**src/rtl/hilo_if.sv**
```systemverilog
// HI/LO unit bus: multiplier result, MTHI/MTLO writes, MFHI/MFLO reads and status.
// Handshake: mf_data is consumed only in a cycle with mf_valid && !mf_stall; the requester holds mf_valid/mf_sel while stalled.
interface hilo_if #(
  parameter int DATA_W = 32
);
  logic              flush;
  logic              mul_issue;
  logic              mul_done;
  logic [DATA_W-1:0] mul_hi;
  logic [DATA_W-1:0] mul_lo;
  logic              mt_valid;
  logic              mt_sel;
  logic [DATA_W-1:0] mt_data;
  logic              mf_valid;
  logic              mf_sel;
  logic [DATA_W-1:0] mf_data;
  logic              mf_stall;
  logic              busy;
  logic [DATA_W-1:0] hi_q;
  logic [DATA_W-1:0] lo_q;
  logic              to_err;

  modport master (
    output flush, mul_issue, mul_done, mul_hi, mul_lo,
    output mt_valid, mt_sel, mt_data, mf_valid, mf_sel,
    input  mf_data, mf_stall, busy, hi_q, lo_q, to_err
  );

  modport slave (
    input  flush, mul_issue, mul_done, mul_hi, mul_lo,
    input  mt_valid, mt_sel, mt_data, mf_valid, mf_sel,
    output mf_data, mf_stall, busy, hi_q, lo_q, to_err
  );
endinterface

```
**src/rtl/hilo_ctrl.sv**
```systemverilog
// HI/LO architectural registers behind the pipelined multiplier: result capture,
// MT/MF service with stall/bypass, and a watchdog on the multiplier's done strobe.
module hilo_ctrl #(
  parameter int DATA_W   = 32,
  parameter int MUL_LAT  = 6,
  parameter int TO_SLACK = 2
) (
  input  logic       clk,
  input  logic       reset,
  hilo_if.slave      hl,
  output logic [1:0] state_dbg
);

  localparam int TO_CYC = MUL_LAT + TO_SLACK;
  localparam int CNT_W  = $clog2(TO_CYC + 1);

  typedef enum logic [1:0] {
    S_IDLE = 2'd0,
    S_BUSY = 2'd1,
    S_ERR  = 2'd2
  } state_t;

  state_t              state;
  logic [CNT_W-1:0]    cnt;
  logic                kill;
  logic                to_err_r;
  logic [DATA_W-1:0]   hi_r;
  logic [DATA_W-1:0]   lo_r;

  always_ff @(posedge clk) begin
    if (reset) begin
      state    <= S_IDLE;
      cnt      <= '0;
      kill     <= 1'b0;
      to_err_r <= 1'b0;
      hi_r     <= '0;
      lo_r     <= '0;
    end else begin
      if (hl.mt_valid) begin
        if (hl.mt_sel) hi_r <= hl.mt_data;
        else           lo_r <= hl.mt_data;
      end

      case (state)
        S_IDLE: begin
          if (hl.mul_issue) begin
            state <= S_BUSY;
            cnt   <= CNT_W'(1);
            kill  <= 1'b0;
          end
        end

        S_BUSY: begin
          // Flush outranks a same-cycle done: the killed multiply must not commit.
          if (hl.flush) begin
            state <= S_IDLE;
            cnt   <= '0;
          end else if (hl.mul_done) begin
            state <= S_IDLE;
            cnt   <= '0;
            // A younger MT (earlier or this cycle) discards the whole result.
            if (!kill && !hl.mt_valid) begin
              hi_r <= hl.mul_hi;
              lo_r <= hl.mul_lo;
            end
          end else if (cnt == CNT_W'(TO_CYC)) begin
            state    <= S_ERR;
            to_err_r <= 1'b1;
          end else begin
            cnt <= cnt + CNT_W'(1);
          end
          if (hl.mt_valid) kill <= 1'b1;
        end

        S_ERR: begin
          to_err_r <= 1'b1;
        end

        default: begin
          state <= S_IDLE;
          cnt   <= '0;
        end
      endcase
    end
  end

  logic              bypass;
  logic              fwd_mt;
  logic [DATA_W-1:0] mf_mux;

  always_comb begin
    bypass = (state == S_BUSY) && hl.mul_done && !kill;
    fwd_mt = hl.mt_valid && (hl.mt_sel == hl.mf_sel);
    mf_mux = hl.mf_sel ? hi_r : lo_r;
    if (bypass)      mf_mux = hl.mf_sel ? hl.mul_hi : hl.mul_lo;
    else if (fwd_mt) mf_mux = hl.mt_data;
  end

  always_comb begin
    hl.mf_stall = hl.mf_valid && (state == S_BUSY) && !hl.mul_done && !kill;
    hl.mf_data  = hl.mf_valid ? mf_mux : '0;
  end

  assign hl.busy    = (state == S_BUSY);
  assign hl.hi_q    = hi_r;
  assign hl.lo_q    = lo_r;
  assign hl.to_err  = to_err_r;
  assign state_dbg  = state;

endmodule

```
**src/flat_wrapper.sv**
```systemverilog
// flat-port wrapper written by rule: the top's interface ports become plain ports
module hilo_ctrl_flat 
#(
  parameter int DATA_W   = 32,
  parameter int MUL_LAT  = 6,
  parameter int TO_SLACK = 2
)
  (clk, reset, state_dbg, hl_flush, hl_mul_issue, hl_mul_done, hl_mul_hi, hl_mul_lo, hl_mt_valid, hl_mt_sel, hl_mt_data, hl_mf_valid, hl_mf_sel, hl_mf_data, hl_mf_stall, hl_busy, hl_hi_q, hl_lo_q, hl_to_err);
  hilo_if #(.DATA_W(DATA_W)) hl_i ();
  input  logic clk;
  input  logic reset;
  output logic [1:0] state_dbg;
  input wire logic [$bits(hl_i.flush)-1:0] hl_flush;
  input wire logic [$bits(hl_i.mul_issue)-1:0] hl_mul_issue;
  input wire logic [$bits(hl_i.mul_done)-1:0] hl_mul_done;
  input wire logic [$bits(hl_i.mul_hi)-1:0] hl_mul_hi;
  input wire logic [$bits(hl_i.mul_lo)-1:0] hl_mul_lo;
  input wire logic [$bits(hl_i.mt_valid)-1:0] hl_mt_valid;
  input wire logic [$bits(hl_i.mt_sel)-1:0] hl_mt_sel;
  input wire logic [$bits(hl_i.mt_data)-1:0] hl_mt_data;
  input wire logic [$bits(hl_i.mf_valid)-1:0] hl_mf_valid;
  input wire logic [$bits(hl_i.mf_sel)-1:0] hl_mf_sel;
  output wire logic [$bits(hl_i.mf_data)-1:0] hl_mf_data;
  output wire logic [$bits(hl_i.mf_stall)-1:0] hl_mf_stall;
  output wire logic [$bits(hl_i.busy)-1:0] hl_busy;
  output wire logic [$bits(hl_i.hi_q)-1:0] hl_hi_q;
  output wire logic [$bits(hl_i.lo_q)-1:0] hl_lo_q;
  output wire logic [$bits(hl_i.to_err)-1:0] hl_to_err;
  assign hl_i.flush = hl_flush;
  assign hl_i.mul_issue = hl_mul_issue;
  assign hl_i.mul_done = hl_mul_done;
  assign hl_i.mul_hi = hl_mul_hi;
  assign hl_i.mul_lo = hl_mul_lo;
  assign hl_i.mt_valid = hl_mt_valid;
  assign hl_i.mt_sel = hl_mt_sel;
  assign hl_i.mt_data = hl_mt_data;
  assign hl_i.mf_valid = hl_mf_valid;
  assign hl_i.mf_sel = hl_mf_sel;
  assign hl_mf_data = hl_i.mf_data;
  assign hl_mf_stall = hl_i.mf_stall;
  assign hl_busy = hl_i.busy;
  assign hl_hi_q = hl_i.hi_q;
  assign hl_lo_q = hl_i.lo_q;
  assign hl_to_err = hl_i.to_err;
  hilo_ctrl #(.DATA_W(DATA_W), .MUL_LAT(MUL_LAT), .TO_SLACK(TO_SLACK)) u_core (.clk(clk), .reset(reset), .hl(hl_i), .state_dbg(state_dbg));
endmodule
```
**config.mk**
```make
export PLATFORM = sky130hd
export DESIGN_NAME = hilo_ctrl_flat
export DESIGN_NICKNAME = d
export VERILOG_FILES = /design/src/rtl/hilo_if.sv /design/src/rtl/hilo_ctrl.sv /design/src/flat_wrapper.sv
export SDC_FILE = /design/constraint.sdc
export NUM_CORES = 1
export LEC_CHECK = 0
export CAP_MARGIN = 5
export CORE_MARGIN = 8
export CORE_UTILIZATION = 46
export DETAILED_ROUTE_END_ITERATION = 8
export PLACE_DENSITY = 0.82
export SLEW_MARGIN = 20
export SYNTH_ARGS = -nofsm -noshare
export SYNTH_HDL_FRONTEND = slang
export SYNTH_SLANG_ARGS = --single-unit
```
**constraint.sdc**
```tcl
create_clock -name clk -period 1.75 [get_ports clk]
set_input_delay 0.35 -clock clk [delete_from_list [all_inputs] [get_ports clk]]
set_output_delay 0.35 -clock clk [all_outputs]
set_load 0.05 [all_outputs]
```
== Word level (Yosys, flattened, before mapping) ==
Cells that the tools add are included.
Word-level totals
  register bits: 72
  input bits: 105
  output and inout port bits: 101
  word-level logic and storage cells: 70
Operators by class
  $add $sub $neg: 1
  equality and inequality tests: 11
  muxes and demuxes: 34
  bitwise operators: 1
  reduce and logical (&&, ||, !) cells: 17
Operators by type and width (count)
  $mux 32: 17
  $mux 4: 4
  $pmux 4 s3: 1
  $reduce_and 3->1: 3
  $mux 2: 4
  $ne 2x2->1 const B: 4
  $logic_and 1x1->1: 7
  $pmux 2 s3: 1
  $mux 1: 5
  $add 4x1->4 const B: 1
  $eq 4x4->1 const B: 1
  $ne 4x3->1 const B: 1
  $ne 4x4->1 const B: 1
  $pmux 1 s2: 2
  $reduce_and 4->1: 1
  $reduce_bool 2->1: 2
  $logic_not 1->1: 3
  $eq 2x1->1 const B: 1
  $eq 2x2->1 const B: 1
  $logic_not 2->1: 1
  $ne 2x1->1 const B: 1
  $eq 1x1->1: 1
  $not 1->1: 1

== Longest topological paths before layout ==
Gate-level depths: netlist of the first run.
  word-level depth: 6
  depth in mapped cells: 6

== Worst setup path after synthesis of the first run ==
OpenSTA, ideal clock, no wires.
  kind: reg-to-output
  from: register u_core.state[0] (netlist: u_core.state_dbg[0])
  to: output port hl_mf_stall
  arrival time: 3.305 ns
  data required time: 1.400 ns
  setup slack: -1.905 ns
  stages on the path, launching flop included: 4
  buffers on the path: 0
  cell sequence: dfxtp_1 -> inv_1 -> nor2_1 -> nor4b_1
On the way
  word-level cells in the longest chain between the ends: 4
Ends and longest elaborated chain
  start: declaration: RTL line hilo_ctrl.sv:23  | state_t state;
  start signal: assignment: RTL line hilo_ctrl.sv:32  | state <= S_IDLE;
  start signal: assignment: RTL line hilo_ctrl.sv:47  | state <= S_BUSY;
  start signal: assignment: RTL line hilo_ctrl.sv:56  | state <= S_IDLE;
  $eq 2x1->1
  via hl_busy: RTL line flat_wrapper.sv:25  | output wire logic [$bits(hl_i.busy)-1:0] hl_busy;
  $logic_and 1x1->1 (3 in a row): RTL line hilo_ctrl.sv:100  | hl.mf_stall = hl.mf_valid && (state == S_BUSY) && !hl.mul_done && !kill;
  end: declaration: RTL line flat_wrapper.sv:24  | output wire logic [$bits(hl_i.mf_stall)-1:0] hl_mf_stall;
The timed path passes the listed nets, and every way through them passes these cells.

== Worst setup path in the final report of the first run ==
  from: register u_core.kill
  to: output port hl_mf_data[18]
On the way
  word-level cells in the longest chain between the ends: 4
Ends and longest elaborated chain
  start: declaration: RTL line hilo_ctrl.sv:25  | logic kill;
  start signal: assignment: RTL line hilo_ctrl.sv:34  | kill <= 1'b0;
  start signal: assignment: RTL line hilo_ctrl.sv:49  | kill <= 1'b0;
  start signal: assignment: RTL line hilo_ctrl.sv:72  | if (hl.mt_valid) kill <= 1'b1;
  $logic_not 1->1: RTL line hilo_ctrl.sv:92  | bypass = (state == S_BUSY) && hl.mul_done && !kill;
  $logic_and 1x1->1: RTL line hilo_ctrl.sv:92
  $mux 32: RTL line hilo_ctrl.sv:95  | if (bypass) mf_mux = hl.mf_sel ? hl.mul_hi : hl.mul_lo;
  $mux 32: RTL line hilo_ctrl.sv:101  | hl.mf_data = hl.mf_valid ? mf_mux : '0;
  end: declaration: RTL line flat_wrapper.sv:23  | output wire logic [$bits(hl_i.mf_data)-1:0] hl_mf_data;
Every way passes these cells.

==> flow_metrics.env, run 1 <==
export IMPL_crit_chain="nand4bb_4, or2_4, buf_12, o32ai_4, buf_6"
export IMPL_violations="negative setup slack"
export IMPL_hold_ws_ns=0.374
export IMPL_cap_violations=0
export IMPL_min_period_ns=2.10
export IMPL_wire_per_inst_um=23.9
export IMPL_hold_start="reset"
export IMPL_cts_root_buf="clkbuf_16"
export IMPL_num_fill_cells=647
export IMPL_dr_total_vias=7103
export IMPL_dieArea_mm2=0.0159
export IMPL_setup_viol=33
export IMPL_synth_top_cells_by_count="mux2i_1 (96), dfxtp_1 (72), nand2_1 (69)"
export IMPL_antenna_found_initial=0
export IMPL_crit_fanout=14
export IMPL_gr_total_overflow=0
export IMPL_syn_area_per_cell_um2=9.06
export IMPL_syn_cell_area_mm2=0.00559
export IMPL_worstSetupPathType="reg -> out"
export IMPL_first_pass_iters=7
export IMPL_slew_violations=0
export IMPL_whs_endpoint="u_core.hl.to_err"
export IMPL_hold_path_class="in -> reg"
export IMPL_regArea_mm2=0.00145
export IMPL_clk_latency_ns=0.35
export IMPL_core_mm2=0.0120
export IMPL_drtIter0Drc=933
export IMPL_ir_drop_mv=0.352
export IMPL_drt_vias_per_instance=6.61
export IMPL_syn_nets=724
export IMPL_required_ns=1.40
export IMPL_power_share_sequential_pct=29.4
export IMPL_synth_top_area_cell="dfxtp_1"
export IMPL_die_w_um=126
export IMPL_period_share_pct=120
export IMPL_grt_pass1_vias=7614
export IMPL_r2r_cells=6
export IMPL_fin_ws_ns=-0.349
export IMPL_whs_path_depth=2
export IMPL_max_stage_delay_ns=0.32
export IMPL_route_detailed_drc=0
export IMPL_synth_edf_count=0
export IMPL_worstPathArrival_ns=1.75
export IMPL_ys_ff_latch=72
export IMPL_worst_r2r_setup_slack_ns=0.14
export IMPL_numClockSinks=72
export IMPL_max_clock_path_buffers=2
export IMPL_synth_seq_area_share_pct=25.8
export IMPL_critPathSlowestCell="dfxtp_2"
export IMPL_synth_distinct_cells=39
export IMPL_cts_tree="built"
export IMPL_io_pins=206
export IMPL_max_freq_ghz=0.476
export IMPL_design_area_mm2=0.00987
export IMPL_p_clk_share_pct=26.5
export IMPL_cellLeakagePower_nw=4.09
export IMPL_p_sw_mw=2.30
export IMPL_endpoint_kind="output port"
export IMPL_grt_pass1_wl_um=40700
export IMPL_start_kind="flop"
export IMPL_syn_inst=617
export IMPL_grt_max_degree=53
export IMPL_r2r_start="u_core.state_dbg[0]"
export IMPL_layout_nets=1031
export IMPL_synthArstFlopShare_pct=0
export IMPL_rr_endpoint="u_core.cnt[0]"
export IMPL_tightest_slew_ns=0.619
export IMPL_status="finished with violations"
export IMPL_clk_pin_slew_ns=0.05
export IMPL_synth_ff_type="dfxtp_1"
export IMPL_cts_buffers=9
export IMPL_grt_total_usage_pct=31.4
export IMPL_area_growth_pct=76.4
export IMPL_switching_share_pct=37.2
export IMPL_port_buffers=205
export IMPL_final_hold_violation_count=0
export IMPL_layout_drive_gt1_share_pct=42.7
export IMPL_row_count=40
export IMPL_synthTopCellsByArea="dfxtp_1 (26%), mux2i_1 (17%), o32ai_1 (10%), a311oi_2 (7.5%), a211oi_2 (7.2%)"
export IMPL_slew_limit_headroom_pct=58.7
export IMPL_cellPowerDensity_mw_per_mm2=627
export IMPL_intPower_mw=3.89
export IMPL_wl_um=25700
export IMPL_comb_power_share_pct=44.1
export IMPL_multiInputGateArea_mm2=0.00441
export IMPL_die_h_um=126
export IMPL_gp_congestion=0.918
export IMPL_hpwl_um=18200
export IMPL_postPlaceCellArea_mm2=0.00939
export IMPL_synth_most_common_cell="mux2i_1"
export IMPL_fin_worst_skew_ns=0.00667
export IMPL_antenna_cells=0
export IMPL_yosys_warnings=0
export IMPL_cts_htree_levels=3
export IMPL_cts_hold_fix_buffers=0
export IMPL_rsz0062_at_grt="yes"
export IMPL_initial_utilization_pct=46.8
export IMPL_ant_nets=0
export IMPL_synth_top_area_share_pct=25.8
[how the worst max path moves through the flow]
stage	startpoint	to	slack [ns]	depth (start not counted)
after global routing	u_core.kill	hl_mf_data[18]	-0.39	5
final	u_core.kill	hl_mf_data[18]	-0.35	5
after floorplan	u_core.state_dbg[1]	hl_mf_data[10]	-0.24	6
after detailed placement	hl_mul_done	hl_mf_data[9]	-0.50	6
after global placement	hl_mul_done	hl_mf_data[9]	-0.47	6
after CTS	u_core.kill	hl_mf_data[18]	-0.35	5
[layout by cell type, fill, tap and decap left out, types with 3 or more instances in the layout]
master	synthesis	layout
inv_1	5	4
dlygate4sd2_1	0	7
clkbuf_1	44	3
buf_4	2	212
clkdlybuf4s50_1	0	92
a311oi_2	28	28
a311oi_1	5	5
dfxtp_1	72	68
o32ai_4	0	32
nor2b_1	3	3
nor2_1	4	3
o32ai_1	64	30
nand3_1	34	34
o211a_1	32	32
clkbuf_16	0	9
nand2_1	69	68
mux2i_1	96	96
nor3_1	64	64
buf_12	0	26
buf_6	9	34
a211oi_2	32	32
[layout make-up]
class                      instances  share of cell area, %
clock buffer                      12                   2.40
clock inverter                     2                  0.101
inverter                           6                  0.266
multi-input combinational        460                   44.7
sequential                        72                   14.7
tap                              147                   1.86
timing repair buffer             375                   36.0
[stage by stage]
stage | setup TNS, ns | util, % | instances | power [mW] | worst slack [ns]
2_1_floorplan | -7.38 | - | 617 | 3.37 | -0.237
3_3_place_gp | -28.33 | 78.5 | 1054 | 4.39 | -0.467
3_5_place_dp | -30.11 | 78.5 | 1054 | 4.45 | -0.500
4_1_cts | -9.80 | 82.4 | 1073 | 6.16 | -0.346
5_1_grt | -11.28 | 82.5 | 1074 | 6.38 | -0.392
6_report | -9.50 | 82.5 | 1074 | 6.19 | -0.349
[registers in the layout, indices dropped and copies added (netlist names)]
signal / count
u_core.hl.hi_q: 32
u_core.hl.lo_q: 32
u_core.cnt: 4
u_core.state_dbg: 2
u_core.hl.to_err: 1
u_core.kill: 1
[power groups by stage]
stage | combinational, mW | clock (mW) | sequential, mW
after global routing | 2.83 | 1.72 | 1.83
after detailed placement | 2.60 | 0 | 1.85
after CTS | 2.70 | 1.64 | 1.81
after floorplan | 1.22 | 0 | 2.14
after global placement | 2.55 | 0 | 1.84
final | 2.73 | 1.64 | 1.82
[repair_timing]
| item | 4_1_cts | 5_1_grt |
|---|---|---|
| gates resized for setup | 48 | 1 |
| endpoints found under the setup margin | 33 | 33 |
| cloned | 2 | 0 |
| buffers inserted | 3 | 1 |
| pin swaps | 30 | 2 |
[worst max-delay path, delay by kind of cell, from the launching register on]
kind | cells | cell delay, ns
buffers and inverters | 2 | 0.39
and+or+nand+nor | 2 | 0.54
DFF | 1 | 0.32
AOI/OAI and AO/OA | 1 | 0.14
[routing by layer]
| metal | share of wire (%) | up-vias | track usage (%) |
|---|---|---|---|
| met2 | 49 | 520 | 51.8 |
| met3 | 10 | 93 | 7.76 |
| li1 | - | 3058 | - |
| met1 | 37 | 3432 | 36.3 |
| met5 | 0 | - | 0 |
| met4 | 3.9 | 0 | 18.6 |
[kinds of logic after synthesis]
logic type / Yosys count / share of synthesized area, %
compound gates: 174 / 32.8
fa+ha+maj: 2 / 0.447
buf+inv: 85 / 7.52
flops: 72 / 25.8
mux: 96 / 17.2
simple gates: 188 / 16.2
(Power assumes the default switching activity.)
==> run 2, diff against run 1 <==
SKIP_LAST_GASP = 1   (was not set)
==> results of run 2 <==
The final DEF is identical to that of run 1; final timing and power are the same.
==> run 3, diff against run 2 <==
SETUP_SLACK_MARGIN = 0.3   (was not set)
==> run 3 against run 2 <==
Critical path depth unchanged. Wire length up 9.5%. Worst hold slack better by 0.0033 ns. Critical path type unchanged. The run still ends with negative setup slack left. Die area unchanged. Count of clock-buffer cells in the layout down 2. Setup slack worse by 0.017 ns. Non-clock buffer count down 25. Design area up 4.2%. Via count up 1.4%. Final cell count down 2.0%. Clock skew down 0.0016 ns. Largest cell class unchanged.
==> flow_metrics.env, run 3 (synthesized netlist as in run 1, its figures left out) <==
export IMPL_status="finished with violations"
export IMPL_violations="negative setup slack"
export IMPL_cellPowerDensity_mw_per_mm2=630
export IMPL_start_kind="flop"
export IMPL_cts_buffers=9
export IMPL_area_growth_pct=83.8
export IMPL_tightest_slew_ns=0.512
export IMPL_antenna_found_initial=1
export IMPL_grt_pass1_vias=7718
export IMPL_cts_htree_levels=3
export IMPL_cap_violations=0
export IMPL_postPlaceCellArea_mm2=0.00905
export IMPL_min_period_ns=2.12
export IMPL_worstSetupPathType="reg -> out"
export IMPL_fin_setup_tns_ns=-14.66
export IMPL_max_clock_path_buffers=2
export IMPL_gr_total_overflow=0
export IMPL_final_common_cell="buf_4"
export IMPL_hpwl_um=17300
export IMPL_wire_per_inst_um=26.7
export IMPL_slew_violations=0
export IMPL_wl_um=28100
export IMPL_period_share_pct=121
export IMPL_cts_tree="built"
export IMPL_final_cell_mix="buf_4 (163), mux2i_1 (96), clkdlybuf4s50_1 (95)"
export IMPL_final_hold_violation_count=0
export IMPL_crit_chain="nand4bb_4, or2_4, buf_12, o32ai_4, buf_6"
export IMPL_rsz0062_at_grt="yes"
export IMPL_fin_worst_skew_ns=0.00504
export IMPL_clk_pin_slew_ns=0.06
export IMPL_numClockSinks=72
export IMPL_drt_vias_per_instance=6.84
export IMPL_critPathSlowestCell="dfxtp_4"
export IMPL_io_pins=206
export IMPL_route_detailed_drc=0
export IMPL_max_freq_ghz=0.473
export IMPL_slew_limit_headroom_pct=65.8
export IMPL_row_count=40
export IMPL_setup_viol=87
export IMPL_endpoint_kind="output port"
export IMPL_ant_nets=0
export IMPL_die_w_um=126
export IMPL_cts_root_buf="clkbuf_16"
export IMPL_fin_ws_ns=-0.366
export IMPL_dr_total_vias=7204
export IMPL_first_pass_iters=7
export IMPL_crit_family="simple AND/OR/NAND/NOR gates"
export IMPL_cellLeakagePower_nw=4.17
export IMPL_grt_pass1_wl_um=43000
export IMPL_layout_nets=1007
export IMPL_grt_total_usage_pct=33.2
export IMPL_drtIter0Drc=820
export IMPL_design_area_mm2=0.0103
export IMPL_port_buffers=205
export IMPL_core_mm2=0.0120
export IMPL_hold_path_class="in -> reg"
export IMPL_initial_utilization_pct=46.8
export IMPL_required_ns=1.40
export IMPL_crit_fanout=7
export IMPL_grt_max_degree=55
export IMPL_critPathBufInv=2
export IMPL_max_stage_delay_ns=0.34
export IMPL_gp_congestion=0.913
export IMPL_ir_drop_mv=0.386
export IMPL_die_h_um=126
export IMPL_layout_drive_gt1_share_pct=45.1
export IMPL_clk_latency_ns=0.34
export IMPL_worstPathArrival_ns=1.77
export IMPL_dieArea_mm2=0.0159
-- run 3: cell count changes in the layout (fill, tap and decap cells not counted), moves of 4 or more --
cell      delta
buf_16       +8
a311oi_2     +4
buf_4       -49
a311oi_1     -5
o32ai_2     +20
o32ai_1     -20
buf_6        +9
buf_12       +4
-- run 3: final cells by class --
type	instances	area, um2
Multi-Input combinational cell	461	4650
Timing Repair Buffer	350	3670
Fill cell	555	1680
Sequential cell	72	1450
Clock buffer	10	229
Tap cell	147	184
Clock inverter	6	60.1
Inverter	6	26.3
Antenna cell	1	2.50
-- run 3: repair_timing --
action,in CTS,in global routing
resized for setup,91,15
pin swaps,12,8
cloned,13,0
endpoints found under the setup margin,105,105
hold buffers,0,0
buffers inserted,10,2
-- run 3: metrics by stage --
stage	hold WS, ns	instances	power (mW)	worst slack, ns	utilization [%]
after floorplan	0.467	617	3.37	-0.236	-
after global placement	0.468	1011	4.29	-0.540	75.7
after detailed placement	0.477	1011	4.34	-0.589	75.7
after CTS	0.373	1050	6.33	-0.340	85.2
after global routing	0.412	1053	6.63	-0.413	86.0
final	0.378	1053	6.48	-0.366	86.0
-- run 3: path summary, 6_finish.rpt --
kind	from	cells after the start	slack, ns	endpoint
worst max-delay path	u_core.state_dbg[1]	5	-0.37	hl_mf_data[5]
worst min register to register	u_core.hl.to_err	2	0.52	u_core.hl.to_err
worst max register to register	u_core.state_dbg[1]	8	-0.15	u_core.hl.lo_q[12]
worst min-delay path	reset	2	0.38	u_core.hl.to_err
-- run 3: metal layers --
metal  GRT usage [%]  wire length, um
met1            38.2            10300
met2            56.6            13500
met3            6.79             2790
met4            18.5             1410
met5               0                0
-- run 3: power breakdown --
| group | internal, mW | total (mW) | switching [mW] |
|---|---|---|---|
| clock | 1.10 | 1.88 | 0.778 |
| sequential | 1.73 | 1.82 | 0.0909 |
| combinational | 1.21 | 2.78 | 1.57 |
==> patch 1 (config.mk and constraints of run 3) <==
`TO_SLACK` is set to 2 in 2 places; all go to 8.
--- a/src/rtl/hilo_ctrl.sv
+++ b/src/rtl/hilo_ctrl.sv
@@ -4,5 +4,5 @@
   parameter int DATA_W   = 32,
   parameter int MUL_LAT  = 6,
-  parameter int TO_SLACK = 2
+  parameter int TO_SLACK = 8
 ) (
   input  logic       clk,
--- a/src/flat_wrapper.sv
+++ b/src/flat_wrapper.sv
@@ -4,5 +4,5 @@
   parameter int DATA_W   = 32,
   parameter int MUL_LAT  = 6,
-  parameter int TO_SLACK = 2
+  parameter int TO_SLACK = 8
 )
   (clk, reset, state_dbg, hl_flush, hl_mul_issue, hl_mul_done, hl_mul_hi, hl_mul_lo, hl_mt_valid, hl_mt_sel, hl_mt_data, hl_mf_valid, hl_mf_sel, hl_mf_data, hl_mf_stall, hl_busy, hl_hi_q, hl_lo_q, hl_to_err);
Behaviour: no difference found for any inputs over 4 cycles, from zero or initial values and one cycle with reset high; that may be too few to reach the edited logic, so the function may still have changed.
==> patch 1 against run 3 <==
The run still ends with negative setup slack left; combinational power is 1% higher; clock power is 4% lower; first-iteration DRC count up 46%; worst setup slack lost 270 ps; routed wire length up 15%; sequential share of layout area is 0.18 points higher; design area increased by 1.2%; power up 0.27%; sequential cell count did not move; via count up 7.3%; synthesized area fell by 4.4%; critical path depth is the same; largest cell class unchanged.
==> patch 1: results (changes against run 3) <==
[metrics] reg-to-reg startpoint: u_core.kill$_SDFFE_PP0P_
[metrics] worst setup path startpoint: hl_mt_data[21]
[metrics] final setup violation count: 98 (+13%)
[metrics] non-filler cells in the finished layout: 1042 (-1.0%)
[metrics] violation count after the first detailed-route iteration: 1198 (+46%)
[metrics] worst-case reg-to-reg path depth: 10 (+2)
[metrics] Wirelength per Cell: 30.95 um (+16%)
[metrics] met2 demand-to-capacity share in global routing: 0.6061 (+0.03982)
[metrics] hold path endpoint: u_core.cnt[1]$_SDFFE_PP0P_
[metrics] Crit path largest cell delay: 520 ps (+180 ps)
[metrics] number of vias per cell after detailed routing: 7.419 (+8.4%)
[metrics] post-placement cell count: 993 (-1.8%)
[metrics] post-placement cell area: 8676 um^2 (-4.2%)
[metrics] status: finished, violations left
[metrics] Synth cell types: 35 (-10%)
[metrics] sequential cell area fraction in the yosys report: 0.2697 (+0.01194)
[metrics] via count of the first global-routing pass: 7853 (+1.7%)
[metrics] Worst path top cell family by delay: compound AO/OA/AOI/OAI gates
[metrics] detailed route wirelength on metal2: 14910 um (+10%)
[metrics] number of antenna diodes: 0 (-1)
[metrics] critical-path cell with the highest stage delay: clkdlybuf4s50_1
[metrics] routed wl met3: 4041 um (+45%)
[metrics] final hold slack: 375.0 ps (-2.774 ps)
[metrics] worst slack at placement: -704.8 ps (-115.9 ps)
[metrics] top cells by area in the synthesized netlist: dfxtp_1 (27%), mux2i_1 (18%), o32ai_1 (10%)
[metrics] number of iterations in the first detailed-routing pass: 6 (-1)
[metrics] FF-to-FF End: u_core.hl.lo_q[6]$_SDFF_PP0_
[metrics] critical path capture point: hl_mf_data[21]
[metrics] internal reg-to-reg setup slack: -320 ps (-170 ps)
[metrics] number of setup buffers added after CTS: 11 (+1)
[metrics] pin count of the biggest net entering global routing: 41 (-25%)
[metrics] global-route usage over all layers: 0.3614 (+0.02918)
[metrics] CTS Buf Count: 9 (unchanged)
[metrics] worst-case setup margin in the final layout: -641.1 ps (-274.8 ps)
[metrics] violations in the final reports: negative setup slack
[metrics] Synth top cells by count: mux2i_1 (96), dfxtp_1 (72), nand2_1 (70)
[metrics] number of instances resized during post-cts repair: 141 (+55%)
[metrics] peak ir drop on the vdd network: 0.0005321 V (+38%)
[metrics] arrival time at the worst endpoint: 2040 ps (+270 ps)
[metrics] gate count of the mapped netlist: 617 (unchanged)
[metrics] Worst Hold Path Cells: 3 (+1)
[metrics] Worst-Margin Slew: 613.9 ps (+102.2 ps)
[metrics] met3 global-route usage: 0.08114 (+0.01321)
[metrics] initial antenna violation count: 0 (-1)
[metrics] first-pass GRT wire length: 43590 um (+1.3%)
[metrics] DP HPWL: 16050 um (-7.3%)
[metrics] setup TNS after final layout: -23440 ps (-8775 ps)
[metrics] met1 wire length: 10980 um (+6.1%)
[metrics] largest fanout on the critical path: 2 (-5)
[metrics] Placer Congestion: 0.9004 (-1.4%)
[metrics] insertion delay of the later-clocked pin in the worst-skew pair: 340 ps (about the same)
[metrics] setup skew after layout: 4.213 ps (-0.8281 ps)
patch 1: changes by cell type after synthesis, moves of 2 or more:
cell / change
a211oi_1: +13
buf_1: +2
clkbuf_1: -3
a311oi_2: -28
a311oi_1: +27
a211oi_2: -12
o21ai_0: +3
buf_6: -2
nand3b_1: -2
patch 1: cell type report:
cell class                 count  area (um^2)
multi-input combinational    462         4822
sequential                    72         1490
timing repair buffer         345         3616
inverter                       6        25.02
tap                          143        178.9
clock buffer                  14        274.0
fill                         396        963.4
patch 1: power breakdown:
group / total, uW / switching [uW] / internal (uW) / leakage [uW]
clock network: 1800 / 739 / 1060 / 0.000135
logic: 2820 / 1630 / 1190 / 0.00341
registers: 1870 / 128 / 1740 / 0.000604
patch 1: cell families after synthesis:
group | after synthesis | synth area share
adders and majority gates | 2 | 0.004681
AOI/OAI and AO/OA | 176 | 0.3010
buffers and inverters | 84 | 0.07608
muxes | 96 | 0.1798
and+or+nand+nor | 187 | 0.1688
DFF | 72 | 0.2697
==> patch 2 (flow settings as in run 3) <==
Without the edit above. Register the output `state_dbg` once more, without a reset; this adds one clock of latency there. The other outputs are not delayed to match.
--- a/src/rtl/hilo_ctrl.sv
+++ b/src/rtl/hilo_ctrl.sv
@@ -106,5 +106,7 @@
   assign hl.lo_q    = lo_r;
   assign hl.to_err  = to_err_r;
-  assign state_dbg  = state;
+  always_ff @(posedge clk) begin
+    state_dbg <= state;
+  end
 
 endmodule
Check against the original RTL: not equivalent (Yosys sat finds a counterexample within 4 cycles, from zero or initial values and one cycle with reset high).
==> patch 2 against run 3 <==
The flow still finishes with violations (negative setup slack); via count rose by 7.9%; design area rose by 7.0%; synthesized area rose by 1.7%; sequential cell count rose by 2; worst setup slack got worse by 150 ps; worst hold slack improved by 130 ps; power rose by 4.4%; critical path depth rose by 1; core utilization rose by 5.2 points; count of clock-buffer cells in the layout rose by 4; routed wire length rose by 17%; die area rose by 1.5%; fmax fell by 6.4%.
==> patch 2: results (changes against run 3) <==
[metrics] number of instances resized during post-cts repair: 30 (-67%)
[metrics] fraction of final layout cells sized beyond drive strength 1: 0.5172 (+0.06634)
[metrics] peak ir drop on the vdd network: 0.0004735 V (+23%)
[metrics] FF-to-FF End: u_core.hl.hi_q[12]$_SDFF_PP0_
[metrics] worst-case setup margin in the final layout: -511.5 ps (-145.3 ps)
[metrics] status: finished, violations left
[metrics] via count of the first global-routing pass: 7932 (+2.8%)
[metrics] violations in the final reports: negative setup slack
[metrics] first-pass GRT wire length: 45890 um (+6.6%)
[metrics] number of vias per cell after detailed routing: 7.068 (+3.3%)
[metrics] violation count after the first detailed-route iteration: 1277 (+56%)
[metrics] pin count of the biggest net entering global routing: 49 (-11%)
[metrics] met2 demand-to-capacity share in global routing: 0.5857 (+0.01950)
[metrics] final hold slack: 507.5 ps (+129.7 ps)
[metrics] worst-case reg-to-reg path depth: 7 (-1)
[metrics] total routed wirelength: 32980 um (+17%)
[metrics] Post-Synthesis Net Count: 763 (+5.4%)
[metrics] arrival time at the worst endpoint: 1910 ps (+140 ps)
[metrics] top cells by area in the synthesized netlist: dfxtp_1 (26%), a311oi_2 (16%), o32ai_1 (9.7%)
[metrics] final setup violation count: 97 (+11%)
[metrics] DP HPWL: 18920 um (+9.3%)
[metrics] sequential cell area fraction in the yosys report: 0.2604 (+0.002673)
[metrics] worst slack at placement: -587.9 ps (+0.9640 ps)
[metrics] critical-path cell with the highest stage delay: a211oi_4
[metrics] worst hold start: u_core.hl.to_err$_SDFFE_PP0P_
[metrics] final net count: 1034 (+2.7%)
==> patch 2: cell types whose count changed in the layout (fill, tap and decap cells not counted), moves of 30 or more <==
cell             run 3  this run
buf_6               43         7
nand2_1             68        99
o211a_1             32         0
a311oi_2            32        62
mux2i_1             96        32
nor2b_1              3        37
mux2_2               0        31
buf_12              30        65
==> patch 2: logic make-up after synthesis <==
| group | count (synthesis) | share of synthesized area |
|---|---|---|
| compound gates | 173 | 0.3217 |
| flops | 74 | 0.2604 |
| simple gates | 256 | 0.2217 |
| fa+ha+maj | 2 | 0.004398 |
| mux | 63 | 0.1177 |
| buf+inv | 88 | 0.07412 |
==> patch 2: layout make-up <==
| class | instances | area, um^2 |
|---|---|---|
| Fill cell | 444 | 1064 |
| Inverter | 5 | 21.27 |
| Sequential cell | 74 | 1506 |
| Tap cell | 168 | 210.2 |
| Timing Repair Buffer | 342 | 3864 |
| Clock inverter | 2 | 10.01 |
| Multi-Input combinational cell | 495 | 5112 |
| Clock buffer | 14 | 274.0 |
==> patch 2: metrics by stage <==
stage          cells  TNS [ps]
2_1_floorplan    656     -4022
3_3_place_gp    1058    -43370
3_5_place_dp    1058    -45330
4_1_cts         1094    -16990
5_1_grt         1100    -27820
6_report        1100    -25170
==> patch 2: power by group through the flow <==
stage	combinational (uW)	sequential, uW	clock [uW]
detailed placement	2780	1910	0
finish	3030	1890	1850
global route	3100	1890	1880
CTS	2870	1870	1810
global placement	2730	1900	0
floorplan	1380	2190	0
==> patch 2: critical path: cells and delay by family <==
family / cells / cell delay (ps)
buf+inv: 3 / 590
compound gates: 2 / 580
mux: 1 / 380
==> patch 2: layer usage <==
layer,wire [um],part of all wire
met5,0,0
met3,3487,0.11
met1,11530,0.35
met2,15860,0.48
met4,2100,0.064
